<file path="src/rtl/systolic_link_io_pkg.sv">
// Shared definitions for the systolic array host-side link: slot phases,
// control-nibble codes and the word layout carried through the TX FIFO.
package systolic_link_io_pkg;

    // Slot phase 0 carries the most significant nibble, phase 3 the least.
    localparam logic [1:0] PH_MSB = 2'd0;
    localparam logic [1:0] PH_LSB = 2'd3;

    // Control-nibble address codes understood by the array cells.
    localparam logic [3:0] CTRL_PASS   = 4'b0000;
    localparam logic [3:0] CTRL_C_LOW  = 4'b1000;
    localparam logic [3:0] CTRL_C_HIGH = 4'b1001;

    localparam int WORD_W = 40;

    typedef struct packed {
        logic [15:0] col;
        logic [15:0] row;
        logic [3:0]  col_ctrl;
        logic [3:0]  row_ctrl;
    } tx_word_t;

    // Idle slot: zero data, both cells told to pass through.
    localparam tx_word_t TX_IDLE = '{col: 16'h0000, row: 16'h0000,
                                     col_ctrl: CTRL_PASS, row_ctrl: CTRL_PASS};

    // A/B operand load codes: 01xx or 0x1x.
    function automatic logic is_ctrl_ab(input logic [3:0] c);
        return (c[3:2] == 2'b01) || (!c[3] && c[1]);
    endfunction

endpackage

</file>
<file path="src/rtl/systolic_link_fifo.sv">
// Small synchronous FIFO (1..4 entries) holding whole TX words until their slot.
module systolic_link_fifo
    import systolic_link_io_pkg::*;
#(
    parameter int DEPTH = 2
) (
    input  logic              clk,
    input  logic              rst_n,
    input  logic              push_i,
    input  logic              pop_i,
    input  logic [WORD_W-1:0] wdata_i,
    output logic [WORD_W-1:0] rdata_o,
    output logic              full_o,
    output logic              empty_o
);

    // Storage is sized for the largest allowed depth so the 2-bit pointers
    // index it without width adaptation; only DEPTH entries are ever used.
    logic [WORD_W-1:0] mem_q [4];
    logic [1:0]        wr_ptr_q, rd_ptr_q;
    logic [2:0]        count_q;
    logic              do_push, do_pop;

    // A full FIFO refuses a push even if a pop happens on the same edge.
    assign do_push = push_i && !full_o;
    assign do_pop  = pop_i && !empty_o;
    assign full_o  = (count_q == 3'(DEPTH));
    assign empty_o = (count_q == 3'd0);
    assign rdata_o = mem_q[rd_ptr_q];

    function automatic logic [1:0] ptr_inc(input logic [1:0] p);
        return (p == 2'(DEPTH - 1)) ? 2'd0 : p + 2'd1;
    endfunction

    // Data array write; contents need no reset since empty gates every read.
    always_ff @(posedge clk) begin
        if (do_push) begin
            mem_q[wr_ptr_q] <= wdata_i;
        end
    end

    // Pointer and occupancy bookkeeping.
    always_ff @(posedge clk or negedge rst_n) begin
        if (!rst_n) begin
            wr_ptr_q <= 2'd0;
            rd_ptr_q <= 2'd0;
            count_q  <= 3'd0;
        end else begin
            if (do_push) wr_ptr_q <= ptr_inc(wr_ptr_q);
            if (do_pop)  rd_ptr_q <= ptr_inc(rd_ptr_q);
            count_q <= count_q + 3'(do_push) - 3'(do_pop);
        end
    end

endmodule

</file>
<file path="src/rtl/systolic_link_io.sv">
// Host-side edge adapter for the systolic array: buffers TX words and
// serialises them MSB nibble first in 4-cycle slots, and rebuilds RX words
// from the nibble stream leaving the far edge of the array.
module systolic_link_io
    import systolic_link_io_pkg::*;
#(
    parameter int DEPTH = 2
) (
    input  logic        clk,
    input  logic        rst_n,
    input  logic        s_valid,
    output logic        s_ready,
    input  logic [15:0] s_col,
    input  logic [15:0] s_row,
    input  logic [3:0]  s_col_ctrl,
    input  logic [3:0]  s_row_ctrl,
    output logic [3:0]  col_nib,
    output logic [3:0]  row_nib,
    output logic        col_ctrl_bit,
    output logic        row_ctrl_bit,
    output logic [1:0]  phase,
    input  logic [3:0]  rx_col_nib,
    input  logic [3:0]  rx_row_nib,
    input  logic        rx_col_ctrl,
    input  logic        rx_row_ctrl,
    output logic        m_valid,
    output logic [15:0] m_col,
    output logic [15:0] m_row,
    output logic [3:0]  m_col_ctrl,
    output logic [3:0]  m_row_ctrl,
    output logic        tx_underflow
);

    logic [1:0]  phase_q, phase_d;
    tx_word_t    cur_q, cur_d;
    tx_word_t    fifo_head;
    logic        fifo_full, fifo_empty, slot_end, pop;
    logic        underflow_q, underflow_d;
    logic [11:0] rx_col_q, rx_col_d, rx_row_q, rx_row_d;
    logic [2:0]  rx_cc_q, rx_cc_d, rx_rc_q, rx_rc_d;
    logic        m_valid_q, m_valid_d;
    tx_word_t    m_word_q, m_word_d;
    logic [1:0]  nib_sel;

    assign slot_end = (phase_q == PH_LSB);
    assign pop      = slot_end && !fifo_empty;

    systolic_link_fifo #(.DEPTH(DEPTH)) u_fifo (
        .clk     (clk),
        .rst_n   (rst_n),
        .push_i  (s_valid),
        .pop_i   (pop),
        .wdata_i ({s_col, s_row, s_col_ctrl, s_row_ctrl}),
        .rdata_o (fifo_head),
        .full_o  (fifo_full),
        .empty_o (fifo_empty)
    );

    // s_ready is forced low during reset even though the FIFO reads empty.
    assign s_ready      = rst_n && !fifo_full;
    assign phase        = phase_q;
    assign tx_underflow = underflow_q;
    assign m_valid      = m_valid_q;
    assign m_col        = m_word_q.col;
    assign m_row        = m_word_q.row;
    assign m_col_ctrl   = m_word_q.col_ctrl;
    assign m_row_ctrl   = m_word_q.row_ctrl;

    // TX drive: phase p selects nibble/bit (3-p), so phase 0 carries the MSBs.
    always_comb begin
        nib_sel      = 2'd3 - phase_q;
        col_nib      = cur_q.col[{nib_sel, 2'b00} +: 4];
        row_nib      = cur_q.row[{nib_sel, 2'b00} +: 4];
        col_ctrl_bit = cur_q.col_ctrl[nib_sel];
        row_ctrl_bit = cur_q.row_ctrl[nib_sel];
    end

    // Next state: phase count, slot load at the 3->0 edge, RX shift/commit.
    always_comb begin
        phase_d     = phase_q + 2'd1;
        cur_d       = cur_q;
        underflow_d = underflow_q;
        rx_col_d    = rx_col_q;
        rx_row_d    = rx_row_q;
        rx_cc_d     = rx_cc_q;
        rx_rc_d     = rx_rc_q;
        m_valid_d   = slot_end;
        m_word_d    = m_word_q;
        if (slot_end) begin
            if (!fifo_empty) begin
                cur_d = fifo_head;
            end else begin
                cur_d       = TX_IDLE;
                underflow_d = 1'b1;
            end
            m_word_d.col      = {rx_col_q, rx_col_nib};
            m_word_d.row      = {rx_row_q, rx_row_nib};
            m_word_d.col_ctrl = {rx_cc_q, rx_col_ctrl};
            m_word_d.row_ctrl = {rx_rc_q, rx_row_ctrl};
        end else begin
            rx_col_d = {rx_col_q[7:0], rx_col_nib};
            rx_row_d = {rx_row_q[7:0], rx_row_nib};
            rx_cc_d  = {rx_cc_q[1:0], rx_col_ctrl};
            rx_rc_d  = {rx_rc_q[1:0], rx_row_ctrl};
        end
    end

    // State registers; reset discards any in-flight slot and partial RX word.
    always_ff @(posedge clk or negedge rst_n) begin
        if (!rst_n) begin
            phase_q     <= PH_MSB;
            cur_q       <= TX_IDLE;
            underflow_q <= 1'b0;
            rx_col_q    <= '0;
            rx_row_q    <= '0;
            rx_cc_q     <= '0;
            rx_rc_q     <= '0;
            m_valid_q   <= 1'b0;
            m_word_q    <= '0;
        end else begin
            phase_q     <= phase_d;
            cur_q       <= cur_d;
            underflow_q <= underflow_d;
            rx_col_q    <= rx_col_d;
            rx_row_q    <= rx_row_d;
            rx_cc_q     <= rx_cc_d;
            rx_rc_q     <= rx_rc_d;
            m_valid_q   <= m_valid_d;
            m_word_q    <= m_word_d;
        end
    end

endmodule

</file>
<file path="config.mk">
export PLATFORM = sky130hd
export DESIGN_NAME = systolic_link_io
export DESIGN_NICKNAME = d
export VERILOG_FILES = /design/src/rtl/systolic_link_io_pkg.sv /design/src/rtl/systolic_link_fifo.sv /design/src/rtl/systolic_link_io.sv
export SDC_FILE = /design/constraint.sdc
export NUM_CORES = 1
export LEC_CHECK = 0
export ABC_AREA = 1
export ABC_CLOCK_PERIOD_IN_PS = 3950
export CAP_MARGIN = 15
export CORE_MARGIN = 5
export CORE_UTILIZATION = 50
export CTS_CLUSTER_DIAMETER = 80
export DETAILED_ROUTE_END_ITERATION = 16
export HOLD_SLACK_MARGIN = 0.03
export PLACE_DENSITY = 0.78
export SYNTH_ARGS = -nofsm -noshare
export SYNTH_HDL_FRONTEND = slang
export SYNTH_HIERARCHICAL = 1
export SYNTH_SLANG_ARGS = --single-unit
</file>
<file path="constraint.sdc">
create_clock -name clk -period 3.95 [get_ports clk]
set_input_delay 0.79 -clock clk [delete_from_list [all_inputs] [get_ports clk]]
set_output_delay 0.79 -clock clk [all_outputs]
set_load 0.01 [all_outputs]
</file>
**Yosys cells after proc, flatten, opt, wreduce, memory -nomap -nowiden**

Memory sizes are Yosys's and may differ from the RTL's.
Index checks and enable logic that the tools add are counted.
W data, S select, Z words.

- $add $sub $neg: 6
- Magnitude comparators: 1
- Equality and inequality tests: 4
- Shifts and indexed selects: 2
- Multiplexer cells: 9
- Reduce and logical (&&, ||, !) cells: 8

Operators by type and width:

| kind | number |
|---|---|
| $mux W40 | 1 |
| $shiftx A16 B5 Y4 | 2 |
| $add A2 B1 Y2 const B | 3 |
| $bmux W1 S2 | 2 |
| $eq A2 B1 Y1 const B | 2 |
| $logic_and A1 B1 Y1 | 4 |
| $mux W1 | 4 |
| $mux W2 | 2 |
| $add A3 B1 Y3 | 1 |
| $eq A3 B2 Y1 const B | 1 |
| $logic_not A3 Y1 | 1 |
| $lt A2 B3 Y1 const B | 1 |
| $sub A3 B1 Y3 | 1 |
| $eq A2 B2 Y1 const B | 1 |
| $logic_not A1 Y1 | 2 |
| $reduce_and A2 Y1 | 1 |
| $sub A2 B2 Y2 const A | 1 |

- Flip-flop bits (word level): 121
- RAM bits: 160
- Input port bits: 53
- Output and inout bits: 55
- Word-level logic and storage cells: 49
- Memories: 1

Memories:

| name | depth | bits a word | read ports | clocked after Yosys merged registers in | write ports | RTL line | RTL |
|---|---|---|---|---|---|---|---|
| u_fifo.mem_q | 4 | 40 | 1 | 0 | 1 | systolic_link_fifo.sv:19 | `logic [WORD_W-1:0] mem_q [4];` |

**Longest topological paths before layout**

- Depth in word-level cells: 5
- Gate-level depth with buffers: 16
- Gate-level depth less buffers: 15

**Modules after synthesis**

The synthesis kept the hierarchy.

By module, submodules not included:

| module | instances | cells an instance | area each (um^2) |
|---|---|---|---|
| systolic_link_fifo | 1 | 555 | 6652.6 |
| systolic_link_io | 1 | 509 | 4728.3 |

**Least setup slack after synthesis**

Ideal clock, no wire load.

- Kind: input to register
- Start: input port s_valid
- End: memory u_fifo.mem_q[1][0] (enable)
- Data arrival time: 2.592 ns
- Data required time: 3.513 ns
- Setup slack: 0.921 ns
- Stages: 2
- Buffers on the path: 0
- Cells stage by stage: nand2_1 nor2_1

- Word-level cells in the longest chain between the ends: 3

RTL lines:

| what | RTL line | RTL |
|---|---|---|
| start, declared | systolic_link_io.sv:11 | `input logic s_valid,` |
| $logic_and A1 B1 Y1 | systolic_link_fifo.sv:25 | `assign do_push = push_i && !full_o;` |
| $mux W1 | systolic_link_fifo.sv:37 | `if (do_push) begin` |
| $mux W1 (not written as such) | systolic_link_fifo.sv:38 | `mem_q[wr_ptr_q] <= wdata_i;` |
| end, declared | systolic_link_fifo.sv:19 |  |

Every way passes these cells.

**Worst setup path after layout**

- Start: register phase_q[0] (netlist: phase[0])
- End: output port row_nib[3]

- Word-level cells in the longest chain between the ends: 2

RTL lines:

| what | RTL line | RTL |
|---|---|---|
| start, declared | systolic_link_io.sv:34 | `logic [1:0] phase_q, phase_d;` |
| start signal, assigned | systolic_link_io.sv:121 | `phase_q <= phase_d;` |
| $sub A2 B2 Y2 | systolic_link_io.sv:71 | `nib_sel = 2'd3 - phase_q;` |
| $shiftx A16 B5 Y4 | systolic_link_io.sv:73 | `row_nib = cur_q.row[{nib_sel, 2'b00} +: 4];` |
| end, declared | systolic_link_io.sv:18 | `output logic [3:0] row_nib,` |

Every way passes these cells.

==> metrics.md <==
| Metric | Value |
|---|---|
| Outcome | `finished, final reports clean` |
| Highest Signal Layer | `met4` |
| CP arrival | `2990 ps` |
| Setup TNS | `0 ps` |
| Worst skew pair latency | `540 ps` |
| Synth Register Bits | `281` |
| Syn-to-layout area delta | `19.0%` |
| Comb pwr share | `0.213` |
| Synth cell types | `26` |
| RSZ-0062 raised after global routing | `no` |
| Final Setup Violations | `0` |
| Setup crit end kind | `primary output` |
| Final-stage net count | `1219` |
| Total CTS buffers | `28` |
| WHS | `453 ps` |
| Clk sink count | `281` |
| Seq/Total Area, Yosys | `0.688` |
| Via count | `7466` |
| Cts repair resizes | `0` |
| Ys Warns | `6` |
| Hold WC Path Type | `in2async` |
| Post-CTS setup buffers | `0` |
| Leak pwr | `5.97 nW` |
| Ant. Diodes | `0` |
| GRT Total Usage | `0.172` |
| Final Wtd Congestion | `0.795` |
| Largest net degree at the start of global routing | `122` |
| Mean Syn Cell Area | `10.7 um2` |
| Clock Root Buffer | `clkbuf_16` |
| Max Fclk | `0.265 GHz` |
| Worst Setup Start Kind | `flop` |
| Die height | `161 um` |
| Switching part of the total | `0.288` |
| Initial DRT Pass Iterations | `5` |
| Register share of total power | `0.462` |
| Post-detail-place hpwl | `13700 um` |
| FILL cells | `1723` |
| Hold bufs inserted after CTS | `0` |
| Clock buffer depth | `3` |
| WL per Instance | `15.3 um` |
| Synthesized area | `0.0114 mm2` |
| Final WL | `22500 um` |
| Slew margin rel. | `0.239` |
| Congestion Overflow GR | `0` |
| Max Fanout on Critical Path | `23` |
| Vias/cell | `5.08` |
| Final min period | `3780 ps` |
| Final Max Slew Viols | `0` |
| DRT antenna net count | `0` |
| Initial antenna violation count | `0` |
| DRC Markers | `0` |
| Inst Count DP | `1417` |
| CTS tree | `done` |
| R2R Setup Slk | `980 ps` |
| M1 wire length | `9800 um` |
| Met3 wire len | `1090 um` |
| Cell Pwr Density | `610 mW/mm2` |
| Non-filler cells in the finished layout | `1469` |
| Net Switching | `2.38 mW` |
| Layout cells sized above 1 | `0.0617` |
| Routed met2 length | `10800 um` |
| Mapped Nets | `1121` |
| Site Rows | `55` |
| Setup CP Type | `reg2out` |
| Clock power frac | `0.326` |
| IO Count | `108` |
| Max Cap Viol | `0` |
| Clock transition at path regs | `60 ps` |
| First-pass GRT wire length | `36600 um` |
| Worst-Margin Slew | `1140 ps` |
| Vias in the first global route | `7367` |
| Core area | `0.0225 mm2` |
| Int Pwr | `5.89 mW` |
| PortBufs | `107` |
| Worst VDD drop | `0.377 mV` |
| Die width | `161 um` |
| Worst EP required | `3160 ps` |
| DIE AREA | `0.0259 mm2` |
| Period utilization | `0.956` |
| Clock skew | `19.7 ps` |
| Hold Fails Final Rpt | `0` |
| DRT iter0 DRCs | `541` |
| H-Tree Depth | `1` |
| Worst r2r path cells | `12` |
| Synth Instances | `1064` |
| Initial Utilization | `0.506` |
## path summary, 6_finish.rpt
| kind | from | end |
|---|---|---|
| setup / recovery | phase[0] | row_nib[3] |
| hold / removal | rst_n | rx_row_q[6] |
| setup reg to reg | phase[0] | u_fifo/count_q[2] |
| hold reg to reg | tx_underflow | tx_underflow |
| max in group asynchronous | rst_n | u_fifo/rd_ptr_q[0] |
| min in group clk | tx_underflow | tx_underflow |
## metrics by stage
step / area [um2] / setup WS [ps] / utilization / total power, mW
after global placement: 12600 / 896 / 0.559 / 5.56
after floorplan: 11400 / 921 / - / 5.03
after detailed placement: 12600 / 815 / 0.559 / 5.63
after CTS: 13500 / 175 / 0.602 / 8.34
final: 13500 / 172 / 0.602 / 8.26
after global routing: 13500 / 46.1 / 0.602 / 8.71
## layout by cell type, fill, tap and decap left out, types with 6 or more instances in the layout
cell	count
nand2_1	217
inv_1	193
edfxtp_1	160
o21ai_0	139
dfrtp_1	120
clkdlybuf4s50_1	106
nor2_1	94
o22ai_1	30
clkbuf_16	30
nand3_1	24
buf_4	13
clkbuf_1	11
o22ai_2	10
a21oi_1	9
clkbuf_8	6
## cell families after synthesis
logic type,synth area share
DFF,0.688
AOI/OAI and AO/OA,0.0944
xor gates and xnor gates,0.00154
adders and majority gates,0.00506
buffers and inverters,0.0961
and+or+nand+nor,0.115
## layout make-up
| class | count | area (um2) | area share |
|---|---|---|---|
| flip-flops and latches | 281 | 7840 | 0.579 |
| well taps | 285 | 357 | 0.0263 |
| multi-input cells | 536 | 2490 | 0.184 |
| inverters | 196 | 736 | 0.0543 |
| clock buffers | 47 | 875 | 0.0646 |
| clock inverters | 5 | 86.3 | 0.00638 |
| repair buffers | 119 | 1160 | 0.0856 |
## critical path, cell delays in order, from the launching register on
cell	delay [ps]
dfrtp_1	870
inv_1	560
nand2_1	210
nand3_1	100
nand2_1	140
clkdlybuf4s50_1	550
## flip-flops by register name (all words and copies together), names as in the netlist
| register | count |
|---|---|
| m_col_ctrl | 4 |
| u_fifo/wr_ptr_q | 2 |
| rx_cc_q | 3 |
| u_fifo/count_q | 3 |
| m_valid | 1 |
| m_col | 16 |
| u_fifo/rd_ptr_q | 2 |
| m_row_ctrl | 4 |
| rx_col_q | 12 |
| m_row | 16 |
| cur_q | 40 |
| u_fifo/mem_q | 160 |
| rx_rc_q | 3 |
| phase | 2 |
| tx_underflow | 1 |
| rx_row_q | 12 |
## Yosys cell counts (all sizes together)
cell	instances	share of area
a21o	1	0.00066
edfxtp	160	0.42
nand3	24	0.011
a21oi	10	0.0047
clkinv	1	0.00033
fa	1	0.0018
clkbuf	15	0.0049
nor2	97	0.032
buf	36	0.026
o22ai	40	0.027
o21ai	140	0.062
xor2	1	0.00077
nand2	218	0.072
ha	3	0.0033
inv	195	0.064
dfrtp	121	0.27
xnor2	1	0.00077
## power groups by stage
stage / combinational [mW] / clock (mW) / sequential [mW]
finish: 1.76 / 2.69 / 3.82
detailed placement: 1.75 / 0 / 3.87
CTS: 1.78 / 2.74 / 3.82
floorplan: 1.25 / 0 / 3.78
global route: 1.99 / 2.86 / 3.87
global placement: 1.70 / 0 / 3.85
## routing by layer
layer | vias to the layer above | global-route usage
met5 | - | 0
met4 | 0 | 0.0632
met3 | 54 | 0.0293
met2 | 203 | 0.289
met1 | 3597 | 0.228
li1 | 3612 | -
(Power assumes the default switching activity.)
